--- src/rtl/rv32_pkg.sv ---
// Shared RV32 memory-access encodings, FSM states and strobe patterns for the
// memory stage and its alignment helper.
package rv32_pkg;

    localparam logic [6:0] OPC_LOAD  = 7'b0000011;
    localparam logic [6:0] OPC_STORE = 7'b0100011;

    localparam logic [2:0] F3_LB  = 3'b000;
    localparam logic [2:0] F3_LH  = 3'b001;
    localparam logic [2:0] F3_LW  = 3'b010;
    localparam logic [2:0] F3_LBU = 3'b100;
    localparam logic [2:0] F3_LHU = 3'b101;

    // Store funct3 values follow this core's own encoding, not the base ISA.
    localparam logic [2:0] F3_SW  = 3'b000;
    localparam logic [2:0] F3_SH  = 3'b001;
    localparam logic [2:0] F3_SB  = 3'b010;

    localparam logic [3:0] WSTRB_B = 4'b0001;
    localparam logic [3:0] WSTRB_H = 4'b0011;
    localparam logic [3:0] WSTRB_W = 4'b1111;

    typedef enum logic [1:0] {
        ST_IDLE   = 2'd0,
        ST_REQ    = 2'd1,
        ST_WAIT_R = 2'd2
    } mem_state_e;

    typedef enum logic [1:0] {
        SZ_B = 2'd0,
        SZ_H = 2'd1,
        SZ_W = 2'd2
    } acc_size_e;

    function automatic acc_size_e acc_size(input logic is_store, input logic [2:0] funct3);
        acc_size_e sz;
        if (is_store) begin
            case (funct3)
                F3_SB:   sz = SZ_B;
                F3_SH:   sz = SZ_H;
                default: sz = SZ_W;
            endcase
        end else begin
            // LBU/LHU share the size bits of LB/LH
            case (funct3[1:0])
                2'b00:   sz = SZ_B;
                2'b01:   sz = SZ_H;
                default: sz = SZ_W;
            endcase
        end
        return sz;
    endfunction

endpackage

--- src/rtl/mem_align.sv ---
// Combinational lane logic: store strobes/replication and misalignment on the
// incoming slot, load byte/half extraction and extension on the returned word.
module mem_align
    import rv32_pkg::*;
(
    input  logic        is_store,
    input  logic [2:0]  funct3,
    input  logic [1:0]  off,
    input  logic [31:0] st_data,
    output logic        misaligned,
    output logic [3:0]  wstrb,
    output logic [31:0] wdata,
    input  logic [2:0]  ld_funct3,
    input  logic [1:0]  ld_off,
    input  logic [31:0] rdata,
    output logic [31:0] ld_data
);

    acc_size_e   size;
    logic [31:0] shifted;
    logic [7:0]  ld_b;
    logic [15:0] ld_h;

    always_comb begin
        size       = acc_size(is_store, funct3);
        misaligned = ((size == SZ_H) && off[0]) || ((size == SZ_W) && (off != 2'b00));
        case (size)
            SZ_B: begin
                wstrb = WSTRB_B << off;
                wdata = {4{st_data[7:0]}};
            end
            SZ_H: begin
                wstrb = WSTRB_H << off;
                wdata = {2{st_data[15:0]}};
            end
            default: begin
                wstrb = WSTRB_W;
                wdata = st_data;
            end
        endcase
    end

    always_comb begin
        shifted = rdata >> {ld_off, 3'b000};
        ld_b    = shifted[7:0];
        ld_h    = shifted[15:0];
        case (ld_funct3)
            F3_LB:   ld_data = {{24{ld_b[7]}}, ld_b};
            F3_LH:   ld_data = {{16{ld_h[15]}}, ld_h};
            F3_LBU:  ld_data = {24'd0, ld_b};
            F3_LHU:  ld_data = {16'd0, ld_h};
            default: ld_data = rdata;
        endcase
    end

endmodule

--- src/rtl/mem_stage.sv ---
// Memory pipeline stage: issues data-memory accesses over a req/gnt/rvalid bus,
// stalls execute while busy and retires one registered result per slot.
module mem_stage
    import rv32_pkg::*;
#(
    parameter int unsigned TIMEOUT = 16
) (
    input  logic        clk,
    input  logic        rst,
    input  logic [10:0] opcode_exe_2_mem_i,
    input  logic [4:0]  rd_exe_2_mem_i,
    input  logic [31:0] rd_data_exe_2_mem_i,
    input  logic [31:0] men_data_i,
    input  logic        load_valid_i,
    input  logic        store_valid_i,
    output logic        mem_stall_o,
    output logic        dmem_req_o,
    output logic        dmem_we_o,
    output logic [31:0] dmem_addr_o,
    output logic [3:0]  dmem_wstrb_o,
    output logic [31:0] dmem_wdata_o,
    input  logic        dmem_gnt_i,
    input  logic        dmem_rvalid_i,
    input  logic [31:0] dmem_rdata_i,
    output logic [10:0] opcode_mem_2_wb_o,
    output logic [4:0]  rd_mem_2_wb_o,
    output logic [31:0] rd_data_mem_2_wb_o,
    output logic        wb_valid_o,
    output logic        misalign_o,
    output logic        bus_err_o
);

    localparam logic [7:0] TMO = 8'(TIMEOUT);

    mem_state_e  state;
    logic [10:0] op_q;
    logic [4:0]  rd_q;
    logic [2:0]  f3_q;
    logic [1:0]  off_q;
    logic        is_store_q;
    logic [7:0]  tcnt;

    logic [7:0]  tcnt_nxt;
    logic        timeout_hit;
    logic        is_mem;
    logic        al_misaligned;
    logic [3:0]  al_wstrb;
    logic [31:0] al_wdata;
    logic [31:0] al_ld_data;

    mem_align u_align (
        .is_store   (store_valid_i),
        .funct3     (opcode_exe_2_mem_i[9:7]),
        .off        (rd_data_exe_2_mem_i[1:0]),
        .st_data    (men_data_i),
        .misaligned (al_misaligned),
        .wstrb      (al_wstrb),
        .wdata      (al_wdata),
        .ld_funct3  (f3_q),
        .ld_off     (off_q),
        .rdata      (dmem_rdata_i),
        .ld_data    (al_ld_data)
    );

    assign is_mem      = load_valid_i | store_valid_i;
    assign mem_stall_o = (state != ST_IDLE);
    assign tcnt_nxt    = (tcnt == 8'hFF) ? tcnt : tcnt + 8'd1;
    assign timeout_hit = (tcnt_nxt >= TMO);

    always_ff @(posedge clk) begin
        if (rst) begin
            state              <= ST_IDLE;
            op_q               <= '0;
            rd_q               <= '0;
            f3_q               <= '0;
            off_q              <= '0;
            is_store_q         <= 1'b0;
            tcnt               <= '0;
            dmem_req_o         <= 1'b0;
            dmem_we_o          <= 1'b0;
            dmem_addr_o        <= '0;
            dmem_wstrb_o       <= '0;
            dmem_wdata_o       <= '0;
            opcode_mem_2_wb_o  <= '0;
            rd_mem_2_wb_o      <= '0;
            rd_data_mem_2_wb_o <= '0;
            wb_valid_o         <= 1'b0;
            misalign_o         <= 1'b0;
            bus_err_o          <= 1'b0;
        end else begin
            wb_valid_o <= 1'b0;
            misalign_o <= 1'b0;
            bus_err_o  <= 1'b0;
            case (state)
                ST_IDLE: begin
                    if (is_mem && al_misaligned) begin
                        wb_valid_o         <= 1'b1;
                        misalign_o         <= 1'b1;
                        opcode_mem_2_wb_o  <= opcode_exe_2_mem_i;
                        rd_mem_2_wb_o      <= '0;
                        rd_data_mem_2_wb_o <= '0;
                    end else if (is_mem) begin
                        // store_valid_i takes precedence when both flags are set
                        state        <= ST_REQ;
                        op_q         <= opcode_exe_2_mem_i;
                        rd_q         <= rd_exe_2_mem_i;
                        f3_q         <= opcode_exe_2_mem_i[9:7];
                        off_q        <= rd_data_exe_2_mem_i[1:0];
                        is_store_q   <= store_valid_i;
                        tcnt         <= '0;
                        dmem_req_o   <= 1'b1;
                        dmem_we_o    <= store_valid_i;
                        dmem_addr_o  <= {rd_data_exe_2_mem_i[31:2], 2'b00};
                        dmem_wstrb_o <= store_valid_i ? al_wstrb : 4'b0000;
                        dmem_wdata_o <= store_valid_i ? al_wdata : 32'd0;
                    end else if (opcode_exe_2_mem_i != '0) begin
                        wb_valid_o         <= 1'b1;
                        opcode_mem_2_wb_o  <= opcode_exe_2_mem_i;
                        rd_mem_2_wb_o      <= rd_exe_2_mem_i;
                        rd_data_mem_2_wb_o <= rd_data_exe_2_mem_i;
                    end
                end

                ST_REQ: begin
                    if (dmem_gnt_i) begin
                        dmem_req_o   <= 1'b0;
                        dmem_we_o    <= 1'b0;
                        dmem_wstrb_o <= '0;
                        tcnt         <= '0;
                        if (is_store_q) begin
                            state              <= ST_IDLE;
                            wb_valid_o         <= 1'b1;
                            opcode_mem_2_wb_o  <= op_q;
                            rd_mem_2_wb_o      <= '0;
                            rd_data_mem_2_wb_o <= '0;
                        end else if (dmem_rvalid_i) begin
                            state              <= ST_IDLE;
                            wb_valid_o         <= 1'b1;
                            opcode_mem_2_wb_o  <= op_q;
                            rd_mem_2_wb_o      <= rd_q;
                            rd_data_mem_2_wb_o <= al_ld_data;
                        end else begin
                            state <= ST_WAIT_R;
                        end
                    end else if (timeout_hit) begin
                        state              <= ST_IDLE;
                        dmem_req_o         <= 1'b0;
                        dmem_we_o          <= 1'b0;
                        dmem_wstrb_o       <= '0;
                        bus_err_o          <= 1'b1;
                        wb_valid_o         <= 1'b1;
                        opcode_mem_2_wb_o  <= op_q;
                        rd_mem_2_wb_o      <= '0;
                        rd_data_mem_2_wb_o <= '0;
                    end else begin
                        tcnt <= tcnt_nxt;
                    end
                end

                ST_WAIT_R: begin
                    if (dmem_rvalid_i) begin
                        state              <= ST_IDLE;
                        wb_valid_o         <= 1'b1;
                        opcode_mem_2_wb_o  <= op_q;
                        rd_mem_2_wb_o      <= rd_q;
                        rd_data_mem_2_wb_o <= al_ld_data;
                    end else if (timeout_hit) begin
                        state              <= ST_IDLE;
                        bus_err_o          <= 1'b1;
                        wb_valid_o         <= 1'b1;
                        opcode_mem_2_wb_o  <= op_q;
                        rd_mem_2_wb_o      <= '0;
                        rd_data_mem_2_wb_o <= '0;
                    end else begin
                        tcnt <= tcnt_nxt;
                    end
                end

                default: state <= ST_IDLE;
            endcase
        end
    end

endmodule

--- config.mk ---
export PLATFORM = sky130hd
export DESIGN_NAME = mem_stage
export DESIGN_NICKNAME = d
export VERILOG_FILES = /design/src/rtl/rv32_pkg.sv /design/src/rtl/mem_align.sv /design/src/rtl/mem_stage.sv
export SDC_FILE = /design/constraint.sdc
export NUM_CORES = 1
export LEC_CHECK = 0
export ABC_AREA = 1
export BUFFER_PORTS_ARGS = -buffer_cell sky130_fd_sc_hd__buf_2
export CAP_MARGIN = 20
export CORE_UTILIZATION = 47
export CTS_CLUSTER_DIAMETER = 100
export DETAILED_ROUTE_END_ITERATION = 8
export PLACE_DENSITY = 0.83
export SETUP_SLACK_MARGIN = 0.05
export SYNTH_ARGS = -nofsm -noshare
export SYNTH_HDL_FRONTEND = slang
export SYNTH_SLANG_ARGS = --single-unit
--- constraint.sdc ---
create_clock -name clk -period 1.9 [get_ports clk]
set_input_delay 0.38 -clock clk [delete_from_list [all_inputs] [get_ports clk]]
set_output_delay 0.38 -clock clk [all_outputs]
set_load 0.05 [all_outputs]
# --- Word level (Yosys, flattened, before mapping) ---
# Cells that the tools add are included.
totals:
  ff_bits: 151
  latchBits: 0
  ram_bits: 0
  romBits: 0
  in_bits: 118
  output_inout_bits: 122
  word_cells: 139
  mem_count: 0
classes:
  n_addsub: 1
  multipliers: 0
  n_div: 0
  order_cmp: 1
  eq_ne: 18
  n_shift: 3
  mux: 76
  bitwise: 3
  reduce_logical: 19
ops:
  columns: ["operator", "count"]
  rows:
  - ["$mux 32", 9]
  - ["$pmux 32 s4", 1]
  - ["$pmux 32 s3", 1]
  - ["$mux 11", 8]
  - ["$pmux 32 s2", 1]
  - ["$mux 8", 6]
  - ["$mux 5", 8]
  - ["$pmux 11 s3", 1]
  - ["$shr 32x5->16", 1]
  - ["$pmux 8 s3", 1]
  - ["$mux 4", 5]
  - ["$mux 1", 17]
  - ["$mux 2", 8]
  - ["$pmux 4 s2", 2]
  - ["$pmux 5 s3", 1]
  - ["$reduce_and 4->1", 3]
  - ["$reduce_bool 11->1", 1]
  - ["$ne 3x3->1 const B", 3]
  - ["$add 8x1->8 const B", 1]
  - ["$eq 8x8->1 const B", 1]
  - ["$ge 8x5->1 const B", 1]
  - ["$pmux 2 s2", 2]
  - ["$eq 2x1->1 const B", 3]
  - ["$eq 3x1->1 const B", 2]
  - ["21 further kinds", 34]

# --- Depth between registers and ports, before layout ---
depth:
  depth_word: 9
  depth_mapped: 14
  ltp_nobuf: 14

# --- Cells and area by module ---
# From an unflattened synthesis, not the netlist that was laid out.
hier_totals:
  cells_unflattened: 1309
  hier_area_um2: 8290.5
modules_own_cells:
  columns: ["mod", "n_inst", "cells_each", "area_each_um2", "seq_area_each_um2"]
  rows:
  - ["mem_stage", 1, 992, 6749.0, 2962.8]
  - ["mem_align", 1, 317, 1541.5, 0.0]

# --- Least setup slack after synthesis ---
# OpenSTA, ideal clock, no wires.
synth_path:
  path_type: "flip-flop to flip-flop"
  startpoint: "reg state[0]"
  endpoint: "reg rd_data_mem_2_wb_o[21]"
  setup_ps: 58
  arrival_time_ps: 2004
  required_ps: 1842
  slack_ps: -162
  stages_incl_launch_ff: 13
  n_path_buf: 2
  synth_period_minus_slack_ps: 2062
  cell_sequence: "dfxtp_1 > inv_1 > ha_1 > buf_2 > clkinv_1 > a21oi_2 > nand2_2 > nor2_4 > nand2_4 > buf_6 > o21ai_2 > nand2_1 > nand2_1"
synth_via:
  elab_chain_len: 3
  word_cells_on_any_way: 9
  classes_between: "5 x eq/ne; 1 x mux; 3 x reduce/logical"
synth_lines:
  columns: ["element", "line_no", "rtl"]
  rows:
  - ["start: declaration", "mem_stage.sv:35", "mem_state_e state;"]
  - ["start signal: assignment", "mem_stage.sv:72", "state <= ST_IDLE;"]
  - ["start signal: assignment", "mem_stage.sv:104", "state <= ST_REQ;"]
  - ["start signal: assignment", "mem_stage.sv:131", "state <= ST_IDLE;"]
  - ["$eq 2x1->1, or another cell as far along", "mem_stage.sv:94", "case (state)"]
  - ["$ne 4x4->1 (no source line), or another cell as far along", null, null]
  - ["$reduce_and 4->1 (no source line)", null, null]
  - ["end signal: assignment", "mem_stage.sv:120", "rd_data_mem_2_wb_o <= rd_data_exe_2_mem_i;"]
  - ["end signal: assignment", "mem_stage.sv:141", "rd_data_mem_2_wb_o <= al_ld_data;"]
  - ["end signal: assignment", "mem_stage.sv:166", "rd_data_mem_2_wb_o <= al_ld_data;"]
  - ["end: declaration", "mem_stage.sv:27", "output logic [31:0] rd_data_mem_2_wb_o,"]
# Parallel ways exist; a longest one is shown, timed or not.
# A chain may end at the register's enable or synchronous reset.

# --- Worst setup path after layout ---
layout_path:
  startpoint: "reg state[0]"
  endpoint: "reg rd_data_mem_2_wb_o[13]"
# The elaborated chain is that of the path after synthesis.

==> summary.md <==
| Metric | Value |
|---|---|
| Status | `finished, violations left` |
| Failing checks | `setup timing` |
| Hold buffer count at CTS | `0` |
| Sequential share of the synthesized area | `0.377` |
| FF-to-FF setup slack | `-0.10 ns` |
| Starting Density | `0.488` |
| GRT Resource Usage Total | `0.297` |
| Total Nets Final | `1,631` |
| Die area | `~17,000 um2` |
| Hpwl dp | `about 19,000 um` |
| Slowest stage delay, CP | `0.37 ns` |
| ANT nets after route | `0` |
| Hold Path Origin | `opcode_exe_2_mem_i[5]` |
| Netlist cell types | `34` |
| Part of the power in registers | `0.329` |
| Drt via density | `5.55` |
| Sw Pwr | `4380 uW` |
| Hold Crit Class | `input pin to register` |
| Fin crit share | `1.05` |
| Pwr/cell area | `roughly 1000 nW/um2` |
| Max H-tree Level | `4` |
| Cells on Worst Hold Path | `3` |
| Vias in the first global route | `around 8,500` |
| Sw Share | `0.396` |
| Max FO, Critical Path | `8` |
| Final setup fails | `13` |
| Drt first-iter violations | `913` |
| Drt first pass iters | `6` |
| Crit path max-delay cell type | `dfxtp_4` |
| Antenna violations before repair | `1` |
| RR Endpoint | `rd_data_mem_2_wb_o[13]` |
| Root Buffer | `clkbuf_16` |
| Clock power share | `0.312` |
| Most frequent cell on the critical path | `inv_4` |
| Reg2Reg Launch Point | `state[0]` |
| First-pass GRT wire length | `a little over 40,000 um` |
| Number of enable flip-flop cells after synthesis | `0` |
| R2R cell count | `13` |
| Layout cells sized above 1 | `0.316` |
| Wirelength per Cell | `roughly 16 um` |
| Chip Height | `131 um` |
| Worst-Margin Slew | `0.687 ns` |
| Syn avg cell area | `approximately 6.4 um2` |
| Grt ovf | `0` |
| Leakage | `0.00535 uW` |
| Sink Count | `148` |
| TritonCTS buffer count | `17` |
| GP Congestion | `0.900` |
| Worst-path clk slew | `0.07 ns` |
| Max_slew headroom | `0.541` |
| VDD IR max | `776 uV` |
| IO Count | `240` |
| Internal power | `6690 uW` |
| Fin. Hold Viols | `0` |
| WP data required | `approximately 2.2 ns` |
| Max Cap Viol | `0` |
| Post-route setup slack | `-0.102 ns` |
| Slew Viols, Final | `0` |
| Most common cell after layout, fill and taps aside | `nand2_1` |
| Largest net degree at the start of global routing | `45` |
| CP endpoint kind | `register` |
| Clk Latency, worst-skew pair | `0.43 ns` |
| # DRC | `0` |
| Final WL | `about 28,000 um` |
| Most frequent cells in the layout | `406 x nand2_1, 235 x buf_2, 145 x a21oi_1` |
| Final hold slack | `0.213 ns` |
| Syn Std Cell Area | `7860 um2` |
| CP startpoint kind | `register` |
| Cells after Synth | `approximately 1,200` |
| Area growth syn-to-layout | `40.0%` |
| CTS tree | `yes` |
| Max frequency | `0.500 GHz` |
| Via count | `9,644` |
| Row count | `46` |
| Critical path type | `register to register` |
| Fin crit period | `2.00 ns` |
| Clk_skew | `0.00852 ns` |
| Post-synth ARST share | `0` |
| Data arrival, critical path | `2.35 ns` |
| Combinational share of power | `0.359` |
| Crit-path cells | `inv_4, ha_4, inv_4, nor2_4, inv_2, buf_6, a21oi_4, buf_12, clkbuf_16, nand2_4, nand3_2, nand3_1, a21oi_1` |
| Worst Hold Path EP | `op_q[5]` |
| Synth warn | `0` |
| RSZ-0062 raised after global routing | `true` |
| Bufs on Longest Clock Path | `2` |
| Pwr Total | `between 10,000 and 15,000 uW` |
| Ys flop type | `dfxtp_1` |
| Die Wd | `~130 um` |
| #FFs+latches synth | `148` |
| Core Region | `16,100 um2` |
| Port bufs | `237` |
## layout make-up
| class | count | area [um2] |
|---|---|---|
| fill | 1314 | 5110 |
| multi-input combinational | 915 | 4610 |
| sequential | 148 | 2980 |
| timing repair buffer | 336 | 2190 |
| clock buffer | 19 | 453 |
| inverter | 90 | 359 |
| tap | 216 | 270 |
| clock inverter | 13 | 149 |
| antenna | 1 | 2.50 |
## cells in the mapped netlist (2+ instances only)
cell type / n / area share
inv_2: 6 / 0.0029
nand2_1: 424 / 0.20
clkbuf_1: 48 / 0.023
buf_2: 19 / 0.012
inv_1: 81 / 0.039
clkinv_1: 2 / 0.00096
nand2_2: 4 / 0.0032
buf_4: 5 / 0.0048
nand4_1: 3 / 0.0024
a21oi_1: 157 / 0.10
nand3_2: 3 / 0.0038
o21ai_1: 10 / 0.0064
dfxtp_1: 148 / 0.38
ha_1: 5 / 0.0080
o211ai_1: 12 / 0.011
a21oi_2: 2 / 0.0022
o21ai_2: 13 / 0.014
nor3_1: 5 / 0.0032
nand3_1: 78 / 0.050
o21ai_0: 129 / 0.082
nor2_1: 57 / 0.027
buf_6: 6 / 0.0086
mux2i_1: 2 / 0.0025
## critical path: cells and delay by family, from the launching register on
family	cells	cell delay (ns)
AND/OR/NAND/NOR	4	0.34
flip-flops	1	0.37
buffers and inverters	6	0.64
AO/OA/AOI/OAI	2	0.39
adder cells (fa/ha/maj)	1	0.15
## worst max-delay path by stage
stage / from / to / depth (start not counted)
after floorplan: state[1] / rd_data_mem_2_wb_o[21] / 11
after global placement: opcode_exe_2_mem_i[7] / rd_data_mem_2_wb_o[18] / 14
after detailed placement: opcode_exe_2_mem_i[9] / opcode_mem_2_wb_o[4] / 14
after CTS: state[1] / rd_data_mem_2_wb_o[14] / 12
after global routing: state[0] / rd_data_mem_2_wb_o[13] / 13
final: state[0] / rd_data_mem_2_wb_o[13] / 13
## sequential cells by signal, indices dropped and copies added (netlist names), 2 cells and up
register	count
tcnt	8
rd_data_mem_2_wb_o	32
dmem_wstrb_o	4
off_q	2
rd_mem_2_wb_o	5
dmem_wdata_o	32
rd_q	5
state	2
opcode_mem_2_wb_o	11
dmem_addr_o	30
op_q	11
## metrics by stage
stage               instance area (um2)  TNS [ns]  setup WS (ns)  instances   util
detailed placement                 9750     -5.95         -0.118       1689  0.605
global placement                   9750    -0.702        -0.0415       1689  0.605
CTS                               10500         0         0.0258       1726  0.650
global route                      11000     -1.79         -0.141       1738  0.683
floorplan                          7900         0         0.0426       1231      -
finish                            11000    -0.512         -0.102       1738  0.683
## per-layer routing
| metal | global-route usage | routed length, um |
|---|---|---|
| met5 | 0 | 0 |
| met4 | 0.132 | 1130 |
| met3 | 0.0667 | 2890 |
| met2 | 0.482 | 13200 |
| met1 | 0.377 | 10900 |
## cell families (layout without fill, tap and decap cells)
logic type / count (synthesis) / in the layout / share of synthesized area
buffers and inverters: 169 / 458 / 0.0922
muxes: 2 / 2 / 0.00255
other: 1 / 3 / 0.000477
DFF: 148 / 148 / 0.377
adders and majority gates: 5 / 5 / 0.00796
AOI/OAI and AO/OA: 326 / 326 / 0.219
and+or+nand+nor: 579 / 580 / 0.301
## power by group through the flow
| stage | clock (uW) | sequential (uW) | combinational (uW) |
|---|---|---|---|
| 2_1_floorplan | 0 | 4520 | 1570 |
| 3_3_place_gp | 0 | 3660 | 3510 |
| 3_5_place_dp | 0 | 3670 | 3560 |
| 4_1_cts | 3470 | 3610 | 3630 |
| 5_1_grt | 3620 | 3670 | 4230 |
| 6_report | 3450 | 3650 | 3970 |
## repair_timing
action                     in CTS  in global routing
setup endpoints to repair      45                 58
setup buffers                   4                  8
pin swaps                       2                 41
gates resized for setup        14                111
gates cloned                    1                  3
Note: power is estimated with default switching activity, not from simulation.
